==> config.mk <==
export PLATFORM = sky130hd
export DESIGN_NAME = fetch_seq_ctrl
export DESIGN_NICKNAME = d
export VERILOG_FILES = /design/src/rtl/fetch_seq_ctrl.sv
export SDC_FILE = /design/constraint.sdc
export NUM_CORES = 1
export LEC_CHECK = 0
export CELL_PAD_IN_SITES_DETAIL_PLACEMENT = 0
export CELL_PAD_IN_SITES_GLOBAL_PLACEMENT = 1
export CORE_MARGIN = 2
export CORE_UTILIZATION = 40
export DETAILED_ROUTE_END_ITERATION = 12
export GPL_TIMING_DRIVEN = 0
export PLACE_DENSITY_LB_ADDON = 0.1
export SYNTH_ARGS = -nofsm -noshare
export SYNTH_HDL_FRONTEND = slang
export SYNTH_SLANG_ARGS = --single-unit
==> constraint.sdc <==
create_clock -name clk -period 4 [get_ports clk]
set_input_delay 1 -clock clk [delete_from_list [all_inputs] [get_ports clk]]
set_output_delay 1 -clock clk [all_outputs]
set_load 0.05 [all_outputs]
==> src/rtl/fetch_seq_ctrl.sv <==
// Fetch sequencing controller: merges halt, freeze, load-use and branch-wait
// requests into one PC stall / bubble command and keeps saturating perf counters.
module fetch_seq_ctrl #(
  parameter int LOAD_BUBBLES = 1,
  parameter int BR_TIMEOUT   = 8,
  parameter int CNT_WIDTH    = 16
) (
  input  logic                 clk,
  input  logic                 reset,
  input  logic                 halt_req,
  input  logic                 resume,
  input  logic                 ext_stall,
  input  logic                 load_hazard,
  input  logic                 branch_detect,
  input  logic                 branch_resolved,
  input  logic                 branch_taken,
  input  logic                 clear_counts,
  output logic                 pc_stall,
  output logic                 bubble,
  output logic                 flush,
  output logic                 halted,
  output logic                 br_timeout_err,
  output logic [1:0]           state,
  output logic [CNT_WIDTH-1:0] stall_count,
  output logic [CNT_WIDTH-1:0] bubble_count
);

  typedef enum logic [1:0] {
    RUN      = 2'b00,
    LOAD_BUB = 2'b01,
    BR_WAIT  = 2'b10,
    HALT     = 2'b11
  } state_e;

  // The first load bubble is issued from RUN, so LOAD_BUB only covers the rest.
  localparam logic [7:0] LB_INIT = 8'((LOAD_BUBBLES > 1) ? (LOAD_BUBBLES - 2) : 0);
  localparam logic [7:0] BR_LAST = 8'(BR_TIMEOUT - 1);

  state_e               state_q, state_d;
  logic [7:0]           cnt_q, cnt_d;
  logic                 err_q, err_d;
  logic [CNT_WIDTH-1:0] stall_cnt_q, stall_cnt_d;
  logic [CNT_WIDTH-1:0] bubble_cnt_q, bubble_cnt_d;
  logic                 stall_c, bubble_c, flush_c;

  function automatic logic [CNT_WIDTH-1:0] sat_inc(input logic [CNT_WIDTH-1:0] v,
                                                   input logic en);
    if (en && !(&v))
      return v + {{(CNT_WIDTH-1){1'b0}}, 1'b1};
    return v;
  endfunction

  always_comb begin
    state_d  = state_q;
    cnt_d    = cnt_q;
    err_d    = err_q;
    stall_c  = 1'b0;
    bubble_c = 1'b0;
    flush_c  = 1'b0;
    unique case (state_q)
      RUN: begin
        if (halt_req) begin
          stall_c  = 1'b1;
          bubble_c = 1'b1;
          state_d  = HALT;
        end else if (ext_stall) begin
          stall_c  = 1'b1;
        end else if (load_hazard) begin
          stall_c  = 1'b1;
          bubble_c = 1'b1;
          if (LOAD_BUBBLES > 1) begin
            state_d = LOAD_BUB;
            cnt_d   = LB_INIT;
          end
        end else if (branch_detect) begin
          stall_c  = 1'b1;
          bubble_c = 1'b1;
          state_d  = BR_WAIT;
          cnt_d    = 8'd0;
        end
      end
      LOAD_BUB: begin
        stall_c  = 1'b1;
        bubble_c = 1'b1;
        if (halt_req)
          state_d = HALT;
        else if (cnt_q == 8'd0)
          state_d = RUN;
        else
          cnt_d = cnt_q - 8'd1;
      end
      BR_WAIT: begin
        // Resolution wins over any stall or halt arriving in the same cycle.
        if (branch_resolved) begin
          flush_c = branch_taken;
          state_d = RUN;
        end else begin
          stall_c  = 1'b1;
          bubble_c = 1'b1;
          if (cnt_q == BR_LAST) begin
            state_d = HALT;
            err_d   = 1'b1;
          end else if (halt_req) begin
            state_d = HALT;
          end else begin
            cnt_d = cnt_q + 8'd1;
          end
        end
      end
      HALT: begin
        stall_c  = 1'b1;
        bubble_c = 1'b1;
        if (resume)
          state_d = RUN;
      end
      default: state_d = RUN;
    endcase
  end

  // Outputs are forced low for the whole time reset is held.
  assign pc_stall       = stall_c  & ~reset;
  assign bubble         = bubble_c & ~reset;
  assign flush          = flush_c  & ~reset;
  assign halted         = (state_q == HALT) & ~reset;
  assign br_timeout_err = err_q & ~reset;
  assign state          = reset ? 2'b00 : state_q;
  assign stall_count    = stall_cnt_q;
  assign bubble_count   = bubble_cnt_q;

  always_comb begin
    stall_cnt_d  = sat_inc(stall_cnt_q, pc_stall);
    bubble_cnt_d = sat_inc(bubble_cnt_q, bubble);
    if (clear_counts) begin
      stall_cnt_d  = '0;
      bubble_cnt_d = '0;
    end
  end

  always_ff @(posedge clk or posedge reset) begin
    if (reset) begin
      state_q      <= RUN;
      cnt_q        <= 8'd0;
      err_q        <= 1'b0;
      stall_cnt_q  <= '0;
      bubble_cnt_q <= '0;
    end else begin
      state_q      <= state_d;
      cnt_q        <= cnt_d;
      err_q        <= err_d;
      stall_cnt_q  <= stall_cnt_d;
      bubble_cnt_q <= bubble_cnt_d;
    end
  end

endmodule

# After elaboration in Yosys (flattened, before gate mapping)
# Cells that the tools add are included.
[totals]
reg_bits = 43
input_bits = 10
out_inout_bits = 39
elab_cells = 91
[op_classes]
addsub = 4
n_eq_ne = 19
n_mux = 41
bitwise = 7
n_reduce_logical = 15
[op_table]
columns = ["op", "count"]
rows = [
  ["$mux 16", 6],
  ["$mux 8", 9],
  ["$add 16x1->16 const B", 2],
  ["$reduce_and 16->1", 2],
  ["$pmux 8 s3", 1],
  ["$mux 2", 11],
  ["$ne 2x2->1 const B", 10],
  ["$ne 3x3->1 const B", 4],
  ["$mux 1", 11],
  ["$reduce_and 10->1", 1],
  ["$add 8x1->8 const B", 1],
  ["$eq 8x3->1 const B", 1],
  ["$logic_not 8->1", 1],
  ["$pmux 2 s4", 1],
  ["$sub 8x1->8 const B", 1],
  ["$pmux 1 s3", 2],
  ["$reduce_and 6->1", 1],
  ["$and 1x1->1", 5],
  ["$eq 2x2->1 const B", 2],
  ["$ne 4x4->1 const B", 1],
  ["$reduce_bool 2->1", 2],
  ["$reduce_and 3->1", 1],
  ["$reduce_bool 3->1", 1],
  ["$eq 2x1->1 const B", 1],
  ["other kinds (5)", 8],
]

# Longest topological paths before layout
[depth]
ltp_word = 10
depth_mapped = 9
mapped_depth_nobuf = 9

# Worst setup path after synthesis
# No wires, ideal clock.
[synth_timing]
kind = "input to output"
startpoint = "input port reset"
endpoint = "output port bubble"
arrival_time_ns = 2.709
required_time_ns = 3.000
setup_slack_ns = 0.291
stages = 3
cell_sequence = "inv_1 > o221ai_2 > inv_1"
[synth_between]
elab_chain_len = 2
[synth_rtl]
columns = ["element", "line", "source"]
rows = [
  ["from (decl)", "9", "input logic reset,"],
  ["$not 1->1", "122", "assign bubble = bubble_c & ~reset;"],
  ["$and 1x1->1", "122", ""],
  ["to (decl)", "19", "output logic bubble,"],
]
# No other way between the ends.

# Worst setup path after layout
[layout_timing]
startpoint = "input port reset"
endpoint = "output port flush"
[layout_between]
elab_chain_len = 2
[layout_rtl]
columns = ["element", "line", "source"]
rows = [
  ["$not 1->1", "123", "assign flush = flush_c & ~reset;"],
  ["$and 1x1->1", "123", ""],
  ["to (decl)", "20", "output logic flush,"],
]
# No other way between the ends.

==> reports/metrics.cfg <==
[outcome]
outcome=complete, no violations

[logic_synthesis]
synth_area_sq_um=2790
syn_area_per_cell_sq_um=9.07
ys_seq_area_share_pct=38.6
synth_edf_count=0
synth-simple-area-share_pct=25.4
synthCells=307
synth_compound_area_share_pct=16.9
yosysWarnings=0
synth-adder-area-share_pct=6.29
synth-seq-cells=43
yosysUniqueCellTypes=55
muxShareOfSynthArea_pct=3.82
async_flop_share_pct=100
ys.flop_type=dfrtp_1
synth_xor_xnor_area_share_pct=5.35
synth_top_family_by_area=simple AND/OR/NAND/NOR gates
synthesis.nets=331

[clock_tree]
clock_latency_ps=300
numCtsBuffers=5
clkSlewWorstSetupHoldPaths_ps=80
cts-htree-levels=2
clockBufferDepth=2
cts_tree=yes
clock_sinks=43
cts_root_buf=clkbuf_8
postCtsSetupBuffers=0
hold_buffers=0

[floorplan]
core_area_sq_um=6760
io_pins=49
initial_core_util_pct=41.2
rows=30
die_x_microns=87.4
die_h_microns=87.4
die-area_sq_um=7650

[worst_setup_path]
crit_arrival_ps=2730
reg2reg_to=cnt_q[7]
cp-end-kind=output port
r2r_setup_slack_ps=1160
reg2reg_from=state_q[0]
path_max_fanout=36
cp-endpoint=flush
worstSetupPathType=input port to output port
crit_cells=5
startpoint_type=input port
crit_family=buffers and inverters
reg2regPathDepth=9
critPathMaxStageDelay_ps=520
cp_num_buf_inv=4
crit_start=reset
slowest_stage=dlygate4sd2_1
critical_path_required_ps=3000
path_cells=clkdlybuf4s50_1, inv_2, buf_12, and4_1, dlygate4sd2_1

[layout]
fillCellCount=641
final_cells=443
drive_gt1_share_pct=8.26
final_cell_mix=clkdlybuf4s50_1, dfrtp_1, nor2_1
final_common_cell=clkdlybuf4s50_1
multi_input_area_sq_um=1610
register_area_sq_um=1080
area_growth_pct=24.1
nets=386
final_core_util_pct=51.2
n_antenna_cell=0

[global_routing]
antenna_found_initial=0
use_met1_pct=26.7
top_usage_layer=met2
grt_use_total_pct=17.8
grtUsageMet3_pct=2.94
grt_remaining_overflow=0
grtUsageMet2_pct=27.2
grt_pass1_wl_microns=10900
grt_start_max_net_pins=37
grt_pass1_vias=2285

[pwr]
switching_share_pct=45.6
intPower_uw=1080
irDropWorstVdd_mv=0.348
p_switching_uw=901
clockPowerShare_pct=14.7
cellLeakagePower_uw=0.00140
p_per_area_nw_per_um2=572
pwr-share-comb_pct=56.6
pwr-share-seq_pct=28.6

[timing]
fmax_mhz=268
slew_violations=0
timing.final.crit_share_pct=93.3
finalHoldViolCount=0
finClkSkew_ps=11.2
maxSlewHeadroom_pct=62.6
rsz0062_at_grt=false
worstMarginPinSlew_ps=555
min_period_ps=3730
setup_tns_ps=0
setup_viol=0
fin_ws_ps=269

[flow_run]
drv_cap=0

[placed_design]
dp.cells=435
place_congestion=0.758
post-place-ws_ps=-286
port_buffers=47
hpwl_microns=4850

[drt]
wl_per_cell_microns=14.6
viasPerCell=5.49
firstDrtPassIters=4
wl_microns=6470
ant_nets=0
drc=0
vias=2430
drt_iter0_drc=108

[min_path]
hp-start=err_q
hold_path_class=register to register

## power groups by stage
stage          clock network, uW  registers, uW  logic (uW)
6_report                     291            567        1120
5_1_grt                      318            579        1250
4_1_cts                      303            569        1130
3_5_place_dp                   0            577        1130
3_3_place_gp                   0            576        1120
2_1_floorplan                  0            613         826
## logic make-up (layout without fill, tap and decap cells)
group | count (synthesis) | in the layout
DFF | 43 | 43
and+or+nand+nor | 133 | 133
buffers and inverters | 25 | 81
AOI/OAI and AO/OA | 65 | 65
xor gates and xnor gates | 17 | 17
adders and majority gates | 14 | 14
muxes | 10 | 10
## metal layers
metal	share of wire (%)	up-vias	wire length, microns
li1	-	1242	-
met1	52	1152	3380
met2	45	34	2900
met3	2.5	2	161
met4	0.37	0	24
met5	0	-	0
## registers in the layout, summed over array words and instances, names as in the netlist
register and cells:
bubble_count 16, cnt_q 8, state_q 2, stall_count 16, err_q 1
## worst reg2reg max path, cell delays in order, from the launching register on
cell and delay, ps:
dfrtp_1 440, inv_1 200, ha_1 270, inv_1 160, ha_1 360, and2_1 180, a221o_1 400, a211o_1 300
or3_1 340, o311ai_0 80
## worst min-delay path by stage
stage	end	cells past startpoint	slack, ps
2_1_floorplan	err_q	1	430
3_3_place_gp	err_q	1	460
3_5_place_dp	err_q	1	450
4_1_cts	err_q	1	470
5_1_grt	err_q	1	490
6_report	err_q	1	470
## cells in the mapped netlist (2+ instances only)
cell        n  area share [%]
a31oi_1     2            0.45
nand4_1     4            0.90
nor2_1     27             3.6
mux2_2      5             2.0
xnor2_1    13             4.1
xor2_1      4             1.3
and4_1      5             1.6
or2_2       3            0.67
o21a_1      2            0.54
nand2_1    25             3.4
nand3_1    14             2.5
a211o_1     2            0.63
o21ai_0    15             2.7
mux2i_1     5             1.8
clkbuf_1    6            0.81
or4_1       4             1.1
a21o_1      3            0.81
or3_1      13             2.9
a2111oi_0   2            0.63
o31ai_1     6             1.6
a211oi_1    4             1.1
nand2b_1    4            0.90
a221o_1     3             1.1
nor4_1      6             1.3
nor3_1      9             1.6
dfrtp_1    43              39
o211ai_1    2            0.54
ha_1       14             6.3
nor2b_1     7             1.6
a21oi_1    11             2.0
inv_1      14             1.9
buf_2       4            0.72
and3_1      4            0.90
## metrics by stage
step	power (uW)	instance area, sq um	hold slack [ps]
after CTS	2000	3470	471
after floorplan	1440	2790	433
after global routing	2140	3460	488
final	1980	3460	468
after detailed placement	1710	3380	451
after global placement	1700	3360	459
## cell type report
class / count / share of cell area (%)
multi-input combinational: 239 / 46.6
timing repair buffer: 48 / 13.9
sequential: 43 / 31.1
tap: 80 / 2.90
clock buffer: 5 / 1.99
buffer: 11 / 1.34
inverter: 14 / 1.52
clock inverter: 3 / 0.688
## repair_timing
action | CTS | global route
endpoints found under the setup margin | 3 | 2
hold endpoints to repair | 0 | 0
resized for setup | 4 | 3
gates cloned | 0 | 0
Power figures use the tool's default switching activity.
